--- src/rtl/regfile_write_arbiter.sv ---
`default_nettype none
// ============================================================================
// Module   : regfile_write_arbiter
// Brief    : Round-robin arbiter that shares one register-file write port
//            between an execute (A) and a load (B) writeback requester.
//            Writes to x0 are accepted but never strobed; arbitration
//            conflicts are counted with a saturating counter.
// Revision : 1.0 - initial release
// ============================================================================
module regfile_write_arbiter #(
   parameter int DATA_WIDTH = 32,
   parameter int ADDR_WIDTH = 5,
   parameter int CNT_WIDTH  = 16
) (
   input  logic                  clk,
   input  logic                  rst,
   input  logic                  a_valid,
   output logic                  a_ready,
   input  logic [ADDR_WIDTH-1:0] a_address,
   input  logic [DATA_WIDTH-1:0] a_data,
   input  logic                  b_valid,
   output logic                  b_ready,
   input  logic [ADDR_WIDTH-1:0] b_address,
   input  logic [DATA_WIDTH-1:0] b_data,
   output logic                  enable_write,
   output logic [ADDR_WIDTH-1:0] write_address,
   output logic [DATA_WIDTH-1:0] write_data,
   output logic                  prio,
   output logic [CNT_WIDTH-1:0]  conflict_count
);

   localparam logic [CNT_WIDTH-1:0] c_cnt_max = {CNT_WIDTH{1'b1}};
   localparam logic [CNT_WIDTH-1:0] c_cnt_one = {{(CNT_WIDTH-1){1'b0}}, 1'b1};

   logic                  r_enable_write;
   logic [ADDR_WIDTH-1:0] r_write_address;
   logic [DATA_WIDTH-1:0] r_write_data;
   logic                  r_prio;
   logic [CNT_WIDTH-1:0]  r_conflict_count;

   logic                  w_grant_a;
   logic                  w_grant_b;
   logic                  w_conflict;

   // Grant decode: a lone requester always wins, a conflict goes to the
   // side named by the priority pointer. No grant is issued while reset
   // is asserted so nothing is accepted that would then be lost.
   always_comb begin
      w_conflict = a_valid & b_valid;
      w_grant_a  = rst & a_valid & (~b_valid | ~r_prio);
      w_grant_b  = rst & b_valid & (~a_valid |  r_prio);
   end

   // Register the granted write; x0 targets are accepted but not strobed.
   always_ff @(posedge clk or negedge rst) begin
      if (!rst) begin
         r_enable_write  <= 1'b0;
         r_write_address <= '0;
         r_write_data    <= '0;
      end else if (w_grant_a) begin
         r_enable_write  <= |a_address;
         r_write_address <= a_address;
         r_write_data    <= a_data;
      end else if (w_grant_b) begin
         r_enable_write  <= |b_address;
         r_write_address <= b_address;
         r_write_data    <= b_data;
      end else begin
         r_enable_write  <= 1'b0;
      end
   end

   // Priority pointer moves to the side that was not granted.
   always_ff @(posedge clk or negedge rst) begin
      if (!rst) begin
         r_prio <= 1'b0;
      end else if (w_grant_a) begin
         r_prio <= 1'b1;
      end else if (w_grant_b) begin
         r_prio <= 1'b0;
      end
   end

   // Saturating count of cycles in which both requesters were valid.
   always_ff @(posedge clk or negedge rst) begin
      if (!rst) begin
         r_conflict_count <= '0;
      end else if (w_conflict && (r_conflict_count != c_cnt_max)) begin
         r_conflict_count <= r_conflict_count + c_cnt_one;
      end
   end

   assign a_ready        = w_grant_a;
   assign b_ready        = w_grant_b;
   assign enable_write   = r_enable_write;
   assign write_address  = r_write_address;
   assign write_data     = r_write_data;
   assign prio           = r_prio;
   assign conflict_count = r_conflict_count;

endmodule
`default_nettype wire
--- config.mk ---
export PLATFORM = sky130hd
export DESIGN_NAME = regfile_write_arbiter
export DESIGN_NICKNAME = d
export VERILOG_FILES = /design/src/rtl/regfile_write_arbiter.sv
export SDC_FILE = /design/constraint.sdc
export NUM_CORES = 1
export LEC_CHECK = 0
export ABC_AREA = 1
export BUFFER_PORTS_ARGS = -buffer_cell sky130_fd_sc_hd__buf_4
export CAP_MARGIN = 5
export CORE_MARGIN = 2
export CORE_UTILIZATION = 40
export DETAILED_ROUTE_END_ITERATION = 16
export PLACE_DENSITY = 0.76
export SLEW_MARGIN = 15
export SYNTH_ARGS = -nofsm -noshare
export SYNTH_HDL_FRONTEND = slang
export SYNTH_SLANG_ARGS = --single-unit
--- constraint.sdc ---
create_clock -name clk -period 1.3 [get_ports clk]
set_input_delay 0.13 -clock clk [delete_from_list [all_inputs] [get_ports clk]]
set_output_delay 0.13 -clock clk [all_outputs]
set_load 0.005 [all_outputs]
==> run_results.csv, run 1 <==
group,metric,value,unit
pwr,vdd.ir_drop.worst,0.509,mV
critical_path,crit_chain,"nand2_2 -> nand3_4 -> buf_12 -> clkinv_8 -> buf_8 -> buf_6",
sta,period_needed,1450,ps
sta,fin_skew,9.75,ps
synth,synth_compound_gate_area_share,0.107,
global_route,grt_max_degree,56,
floorplanning,die_width,90.7,um
clock_network,htree_levels,2,
placed_design,placed_area,0.00432,mm^2
synth,synth_xor_area_frac,0.0146,
final_layout,final_util,0.694,
floorplanning,io_pins,135,
synth,synth_area_per_cell,8.08,um^2
global_route,overflow,0,
route,drcViolationCount,0,
final_layout,area_growth,67.5,%
final_layout,final_nets,628,
clock_network,clk_latency,300,ps
critical_path,cp_slowest_cell,"dfrtp_1",
synth,synth_area_leaders,"dfrtp_1 (46%), nand2_1 (14%), o211ai_1 (8.7%)",
route,first_pass_iters,4,
critical_path,crit_required,1170,ps
hold_path,hold_class,"input pin to asynchronous set/reset pin",
final_layout,diodes,0,
floorplanning,dieArea,0.00822,mm^2
synth,ys_warn_count,0,
status,outcome,"finished, violations left",
pwr,cellLeakagePower,0.00251,uW
critical_path,critical_path.max_stage_delay,410,ps
synth,synth.area.mux_share,0,
synth,synth.distinct_cells,30,
route,wire_per_inst,16.0,um
status,violations,"negative setup slack",
clock_network,cts_tree,"done",
pwr,power_density,973,mW/mm^2
clock_network,root_buffer,"clkbuf_8",
floorplanning,core,0.00725,mm^2
clock_network,cts_sinks,55,
placed_design,port_buffers,134,
sta,setup_violations,55,
critical_path,end_kind,"primary output",
sta,whs,18.7,ps
final_layout,drive_gt1_frac,0.495,
synth,synth_top_family_by_area,"simple AND/OR/NAND/NOR gates",
final_layout,design_area,0.00503,mm^2
sta,drv_slew,0,
global_route,grt_pass1_wl,15.3,mm
synth,yosysTopAreaCellShare,0.458,
global_route,grt_usage,0.230,
clock_network,numCtsBuffers,5,
critical_path,startpoint_type,"flop",
synth,ys_seq_area_frac,0.458,
clock_network,cts_buffer_depth,2,
pwr,power,4900,uW
sta,hold_viol,0,
sta,slew_headroom,0.527,
critical_path,crit_type,"flop to primary output",
route,drt_iter0_drc,141,
synth,synthCells,372,
floorplanning,placementRows,31,
route,antenna_left,0,
critical_path,arrival,1320,ps
route,vias_per_cell,5.20,
placed_design,hpwl,6.49,mm
route,wirelength,10.4,mm
sta,post-route-period-util,1.12,
critical_path,crit_path_max_fanout,4,
route,vias,3378,
synth,syn-num-nets,451,
synth,synth_top_cell_by_area,"dfrtp_1",
synth,synth_fa_ha_area_frac,0.00416,
job,maxCapViolCount,0,
sta,fmax,688,MHz
clock_network,clk_pin_slew,100,ps
synth,netlist_area,0.00301,mm^2
synth,ys_seq_elements,55,
sta,setup_ws,-154,ps
placed_design,place.gp.congestion,0.863,
sta,worst_pin_slew,709,ps
sta,rsz0062_at_grt,"true",
global_route,grt_pass1_vias,3266,
floorplanning,die_h,90.7,um
synth,synthSimpleGateAreaFrac,0.354,
global_route,antenna_found_initial,0,
floorplanning,initial_core_util,0.414,
[synthesized netlist by cell type (all sizes together)]
| cell type | number |
|---|---|
| nand2 | 112 |
| dfrtp | 55 |
| nand3 | 46 |
| o211ai | 35 |
| or2 | 34 |
| inv | 24 |
| nor2 | 20 |
| buf | 11 |
| nand4 | 9 |
| clkbuf | 8 |
| o21ai | 5 |
| xnor2 | 3 |
| a21oi | 2 |
| a31oi | 2 |
| xor2 | 2 |
| ha | 1 |
| nand3b | 1 |
| nor3 | 1 |
| o31ai | 1 |
[critical path: cells and delay by family, from the launching register on]
| kind | cells | cell delay [ps] |
|---|---|---|
| AND/OR/NAND/NOR | 2 | 200 |
| buffers and inverters | 4 | 410 |
| flip-flops | 1 | 410 |
[where the power goes]
group / internal (uW) / switching [uW]
combinational: 908 / 655
clock: 625 / 567
sequential: 1940 / 197
[routing by layer]
layer | vias to the layer above | track usage | share of wire
li1 | 1597 | - | -
met2 | 128 | 0.427 | 0.55
met5 | - | 0 | 0
met1 | 1633 | 0.264 | 0.37
met3 | 20 | 0.0501 | 0.056
met4 | 0 | 0.0667 | 0.022
[worst paths after layout]
kind | from | to | slack (ps) | cells past startpoint
min in group clk | b_data[27] | write_data[27] | 70 | 3
worst max-delay path | prio | a_ready | -150 | 6
worst min register to register | write_data[14] | write_data[14] | 520 | 2
worst min-delay path | rst | write_address[0] | 20 | 2
max in group asynchronous | rst | conflict_count[8] | 780 | 2
worst max register to register | prio | write_data[21] | -130 | 6
[cell usage in the layout, fill, tap and decap left out, types with 3 or more instances in the layout]
| master | netlist | routed |
|---|---|---|
| buf_4 | 0 | 170 |
| nand2_1 | 109 | 86 |
| dfrtp_1 | 55 | 53 |
| nand3_1 | 45 | 41 |
| o211ai_1 | 35 | 35 |
| nand2_2 | 1 | 21 |
| inv_1 | 21 | 18 |
| nor2_1 | 17 | 15 |
| or2_4 | 0 | 14 |
| or2_2 | 24 | 10 |
| nand4_1 | 9 | 9 |
| or2_1 | 8 | 8 |
| clkbuf_8 | 0 | 6 |
| inv_2 | 3 | 5 |
| buf_6 | 2 | 5 |
| buf_8 | 0 | 4 |
| nand2_4 | 2 | 3 |
| nand2_8 | 0 | 3 |
| nand3_2 | 0 | 3 |
| xnor2_1 | 3 | 3 |
| clkbuf_16 | 0 | 3 |
| buf_12 | 0 | 3 |
[area by class of cell]
type	count	area (um^2)
inverter	24	103
fill	575	2220
multi-input combinational	275	1700
clock inverter	2	35.0
timing repair buffer	188	1620
tap	99	124
sequential	55	1380
clock buffer	6	82.6
[state kept, by name, indices dropped and copies added, names as in the netlist]
name / count
write_data: 32
conflict_count: 16
write_address: 5
enable_write: 1
prio: 1
[repair_timing]
action | 4_1_cts | 5_1_grt
gates resized for setup | 23 | 64
endpoints found under the setup margin | 47 | 56
setup buffers | 7 | 9
hold buffers | 0 | 0
gates cloned | 3 | 4
pin swaps | 15 | 33
[per-stage QoR]
| stage | setup TNS [ps] | setup WS (ps) | cells |
|---|---|---|---|
| 2_1_floorplan | -4.85 | -2.46 | 372 |
| 3_3_place_gp | -218 | -22.2 | 618 |
| 3_5_place_dp | -887 | -47.7 | 618 |
| 4_1_cts | -3120 | -122 | 636 |
| 5_1_grt | -7760 | -206 | 649 |
| 6_report | -4600 | -154 | 649 |
[kinds of logic after synthesis]
family | Yosys count
compound gates | 45
xor+xnor | 5
simple gates | 223
buf+inv | 43
flops | 55
fa+ha+maj | 1
Power figures use the tool's default switching activity.
==> run 2: changes to the inputs <==
- HOLD_SLACK_MARGIN: not set -> 0.05
==> run 2 against run 1 <==
Effect of this change: worst setup slack better by 7.3 ps; flip-flop and latch count stayed put; largest power group unchanged; the run still ends with negative setup slack left; global-route usage hardly changed; sequential share of layout area down 0.054 points; via count fell by 0.18%; largest cell class unchanged; clock power about the same; critical path type unchanged; register-to-register slack hardly changed; first-iteration DRC count decreased by 5.7%; non-clock buffer count grew 1.
==> run_results.csv, run 2 (synthesis gave the netlist of run 1 again) <==
group,metric,value,unit
clock_network,htree_levels,2,
final_layout,drive_gt1_frac,0.494,
global_route,antenna_found_initial,0,
status,outcome,"finished, violations left",
clock_network,cts_sinks,55,
sta,fin_setup_tns,-4150,ps
pwr,pwr-share-seq,0.437,
route,vias,3372,
final_layout,final.fill_count,578,
pwr,vdd.ir_drop.worst,0.507,mV
clock_network,root_buffer,"clkbuf_8",
clock_network,numCtsBuffers,5,
global_route,grt_pass1_vias,3270,
critical_path,crit_path_max_fanout,4,
global_route,use_met3,0.0501,
global_route,grt_usage,0.230,
sta,whs,69.5,ps
sta,slew_headroom,0.522,
critical_path,critical_path.max_stage_delay,410,ps
sta,rsz0062_at_grt,"true",
sta,fin_skew,6.28,ps
global_route,grt_busiest_layer,"met2",
floorplanning,io_pins,135,
critical_path,arrival,1320,ps
final_layout,design_area,0.00504,mm^2
route,wirelength,10.3,mm
route,first_pass_iters,4,
critical_path,cp_top_family,"buffers and inverters",
route,antenna_left,0,
floorplanning,core,0.00725,mm^2
sta,worst_pin_slew,717,ps
clock_network,clk_latency,300,ps
clock_network,clk_pin_slew,100,ps
critical_path,crit_chain,"nand2_2 -> nand3_4 -> buf_12 -> clkinv_8 -> buf_8 -> buf_6",
sta,setup_violations,55,
pwr,switching_share,0.287,
critical_path,cp_num_buf_inv,4,
placed_design,placed_area,0.00432,mm^2
final_layout,mostFrequentLayoutCells,"buf_4 (170), nand2_1 (86), dfrtp_1 (53)",
critical_path,end_kind,"primary output",
job,maxCapViolCount,0,
pwr,cellLeakagePower,0.00252,uW
final_layout,final_common_cell,"buf_4",
route,drcViolationCount,0,
critical_path,cp_slowest_cell,"dfrtp_1",
route,drt_iter0_drc,133,
pwr,p_clk_frac,0.243,
pwr,power_density,968,mW/mm^2
pwr,internal-power,3480,uW
sta,setup_ws,-147,ps
placed_design,hpwl,6.49,mm
route,wire_per_inst,15.9,um
final_layout,largest_reg_flops,32,
final_layout,area_growth,67.8,%
status,violations,"negative setup slack",
sta,drv_slew,0,
final_layout,final_cells,650,
critical_path,startpoint_type,"flop",
floorplanning,die_h,90.7,um
hold_path,hold_class,"input pin to flop",
floorplanning,die_width,90.7,um
placed_design,placed_cells,618,
clock_network,cts_tree,"done",
floorplanning,dieArea,0.00822,mm^2
route,vias_per_cell,5.19,
global_route,grt_use_met2,0.427,
floorplanning,initial_core_util,0.414,
global_route,grt_pass1_wl,15.3,mm
pwr,p_sw,1400,uW
final_layout,diodes,0,
final_layout,multiInputGateArea,0.00170,mm^2
sta,fmax,691,MHz
final_layout,regArea,0.00138,mm^2
global_route,grt_max_degree,56,
placed_design,port_buffers,134,
final_layout,final_nets,629,
pwr,comb_power_share,0.320,
placed_design,place.gp.congestion,0.863,
floorplanning,placementRows,31,
critical_path,crit_type,"flop to primary output",
sta,period_needed,1450,ps
critical_path,crit_required,1170,ps
sta,post-route-period-util,1.11,
clock_network,cts_buffer_depth,2,
global_route,global_route.usage.met1,0.264,
sta,hold_viol,0,
global_route,overflow,0,
-- run 2: changes by cell type in the layout (fill, tap and decap cells not counted), sizes merged --
cell / change
dlygate4sd3: +1
-- run 2: worst min-delay path: cells and delay by family --
kind / cells / cell delay [ps]
AND/OR/NAND/NOR: 1 / 50
buffers and inverters: 1 / 80
AO/OA/AOI/OAI: 1 / 80
-- run 2: final cells by class --
class,count,share of cell area
multi-input cells,275,0.336
repair buffers,189,0.322
flip-flops and latches,55,0.273
well taps,99,0.0246
inverters,24,0.0203
clock buffers,6,0.0164
clock inverters,2,0.00695
-- run 2: final timing paths --
| path | from | end | slack, ps | cells after the start |
|---|---|---|---|---|
| setup reg to reg | prio | write_data[21] | -130 | 6 |
| setup / recovery | prio | a_ready | -150 | 6 |
| min in group asynchronous | rst | prio | 550 | 3 |
| hold / removal | b_data[27] | write_data[27] | 70 | 3 |
| hold reg to reg | write_data[14] | write_data[14] | 520 | 2 |
| max in group asynchronous | rst | conflict_count[8] | 220 | 3 |
-- run 2: power by group through the flow --
| stage | sequential, uW | combinational [uW] | clock (uW) |
|---|---|---|---|
| after global placement | 2160 | 1290 | 0 |
| after detailed placement | 2150 | 1320 | 0 |
| after global routing | 2160 | 1690 | 1280 |
| after CTS | 2130 | 1410 | 1210 |
| after floorplan | 2170 | 467 | 0 |
| final | 2130 | 1560 | 1190 |
-- run 2: metrics by stage --
step,util,worst slack [ps],power [uW]
6_report,0.695,-147,4880
5_1_grt,0.695,-206,5120
4_1_cts,0.644,-122,4760
3_5_place_dp,0.595,-47.7,3470
3_3_place_gp,0.595,-22.2,3440
2_1_floorplan,-,-2.46,2640
-- run 2: timing repair --
| item | in CTS | in global routing |
|---|---|---|
| endpoints found under the setup margin | 47 | 56 |
| buffers inserted | 7 | 9 |
| hold endpoints to repair | 55 | 0 |
| hold buffers | 1 | 0 |
| pin swaps | 15 | 33 |
| gates resized for setup | 23 | 64 |
| gates cloned | 3 | 4 |
-- run 2: layer usage --
metal	up-vias	wire, um
met5	-	0
met4	0	195
met3	16	604
met2	126	5650
met1	1634	3860
li1	1596	-
==> run 3: changes to the inputs <==
- TNS_END_PERCENT: not set -> 30
==> run 3 against run 2 <==
Effect of this change: the flow still finishes with violations (negative setup slack); die area did not move; global-route usage fell by 0.64 points; total power fell by 2.8%; via count fell by 5.2%; fmax fell by 0.85%; critical path type is now flop to flop; critical endpoint is now write_data[9].
==> run_results.csv, run 3 (synthesis gave the netlist of run 1 again) <==
group,metric,value,unit
critical_path,critical_path.max_stage_delay,400,ps
global_route,grt_usage,0.224,
pwr,vdd.ir_drop.worst,0.482,mV
floorplanning,core,0.00725,mm^2
route,drcViolationCount,0,
hold_path,hold_class,"input pin to flop",
floorplanning,placementRows,31,
clock_network,root_buffer,"clkbuf_8",
sta,slew_headroom,0.525,
critical_path,cp_slowest_cell,"dfrtp_1",
final_layout,final_nets,614,
placed_design,placed_cells,618,
final_layout,mostFrequentLayoutCells,"buf_4 (162), nand2_1 (104), dfrtp_1 (52)",
status,violations,"negative setup slack",
global_route,antenna_found_initial,0,
floorplanning,initial_core_util,0.414,
floorplanning,die_h,90.7,um
sta,whs,64.9,ps
placed_design,place.gp.congestion,0.863,
sta,setup_ws,-159,ps
sta,fin_skew,8.01,ps
global_route,overflow,0,
clock_network,clk_pin_slew,100,ps
final_layout,largest_reg_flops,32,
global_route,grt_pass1_wl,14.9,mm
route,drt_iter0_drc,109,
critical_path,crit_required,1490,ps
global_route,global_route.usage.met1,0.260,
route,wire_per_inst,14.7,um
clock_network,cts_tree,"done",
pwr,cellLeakagePower,0.00240,uW
critical_path,crit_path_max_fanout,4,
global_route,grt_max_degree,56,
status,outcome,"finished, violations left",
global_route,use_met3,0.0551,
floorplanning,io_pins,135,
global_route,grt_use_met2,0.405,
route,antenna_left,0,
sta,setup_violations,35,
sta,fmax,685,MHz
critical_path,startpoint_type,"flop",
global_route,grt_pass1_vias,3188,
final_layout,final_cells,635,
floorplanning,die_width,90.7,um
sta,post-route-period-util,1.12,
final_layout,diodes,0,
route,wirelength,9.34,mm
global_route,grt_busiest_layer,"met2",
sta,worst_pin_slew,712,ps
clock_network,htree_levels,2,
sta,hold_viol,0,
critical_path,arrival,1650,ps
clock_network,clk_latency,300,ps
floorplanning,dieArea,0.00822,mm^2
clock_network,cts_sinks,55,
route,vias_per_cell,5.04,
sta,rsz0062_at_grt,"true",
clock_network,cts_buffer_depth,2,
sta,period_needed,1460,ps
placed_design,port_buffers,134,
critical_path,crit_chain,"nand2_2 -> nand3_4 -> buf_12 -> clkbuf_16 -> or2_2 -> o211ai_1 -> nand2_1",
final_layout,final_common_cell,"buf_4",
sta,drv_slew,0,
final_layout,drive_gt1_frac,0.437,
critical_path,end_kind,"flop",
route,vias,3198,
critical_path,crit_type,"flop to flop",
job,maxCapViolCount,0,
clock_network,numCtsBuffers,5,
route,first_pass_iters,4,
final_layout,area_growth,57.3,%
placed_design,hpwl,6.49,mm
pwr,power_density,1000,mW/mm^2
## run 3: cell types whose count changed in the layout (fill, tap and decap cells not counted), sizes merged
| cell | before | now |
|---|---|---|
| clkbuf | 9 | 8 |
| nand2 | 113 | 112 |
| buf | 184 | 172 |
| bufbuf | 1 | 0 |
## run 3: critical path: cells and delay by family, from the launching register on
family / cells / cell delay (ps)
buffers and inverters: 2 / 310
DFF: 1 / 400
and+or+nand+nor: 4 / 560
AOI/OAI and AO/OA: 1 / 80
## run 3: layout make-up
class | count | area, um^2
clock buffer | 6 | 82.6
clock inverter | 2 | 35.0
fill | 635 | 2530
inverter | 24 | 103
multi-input combinational | 274 | 1560
sequential | 55 | 1380
tap | 99 | 124
timing repair buffer | 175 | 1450
## run 3: timing repair
item	4_1_cts	5_1_grt
endpoints found under the setup margin	47	56
hold buffers	1	0
gates resized for setup	16	39
endpoints found under the hold margin	55	0
buffers inserted	4	1
pin swaps	14	9
gates cloned	2	2
## run 3: stage by stage
step | util | cell area (um^2) | setup slack, ps | TNS, ps | power [uW]
floorplan | - | 3020 | -2.46 | -4.85 | 2640
global placement | 0.595 | 4320 | -22.2 | -218 | 3440
detailed placement | 0.595 | 4320 | -47.7 | -887 | 3470
CTS | 0.634 | 4600 | -122 | -3300 | 4740
global route | 0.652 | 4730 | -193 | -5650 | 5000
finish | 0.652 | 4730 | -159 | -2430 | 4740
## run 3: final timing paths
| path | from | to | slack (ps) | cells after the start |
|---|---|---|---|---|
| max in group asynchronous | rst | conflict_count[10] | 230 | 3 |
| min | b_data[1] | write_data[1] | 60 | 3 |
| min in group asynchronous | rst | write_address[4] | 560 | 3 |
| min reg2reg | write_data[11] | write_data[11] | 510 | 2 |
| max | prio | write_data[9] | -160 | 7 |
| max reg2reg | prio | write_data[9] | -160 | 7 |
## run 3: power by group
part | switching [uW] | internal [uW]
clock | 566 | 625
combinational | 590 | 831
sequential | 187 | 1940
## run 3: routing by layer
metal / vias up / share of wire
met5: - / 0
met4: 0 / 0.012
met3: 8 / 0.063
met2: 106 / 0.53
met1: 1518 / 0.39
li1: 1566 / -
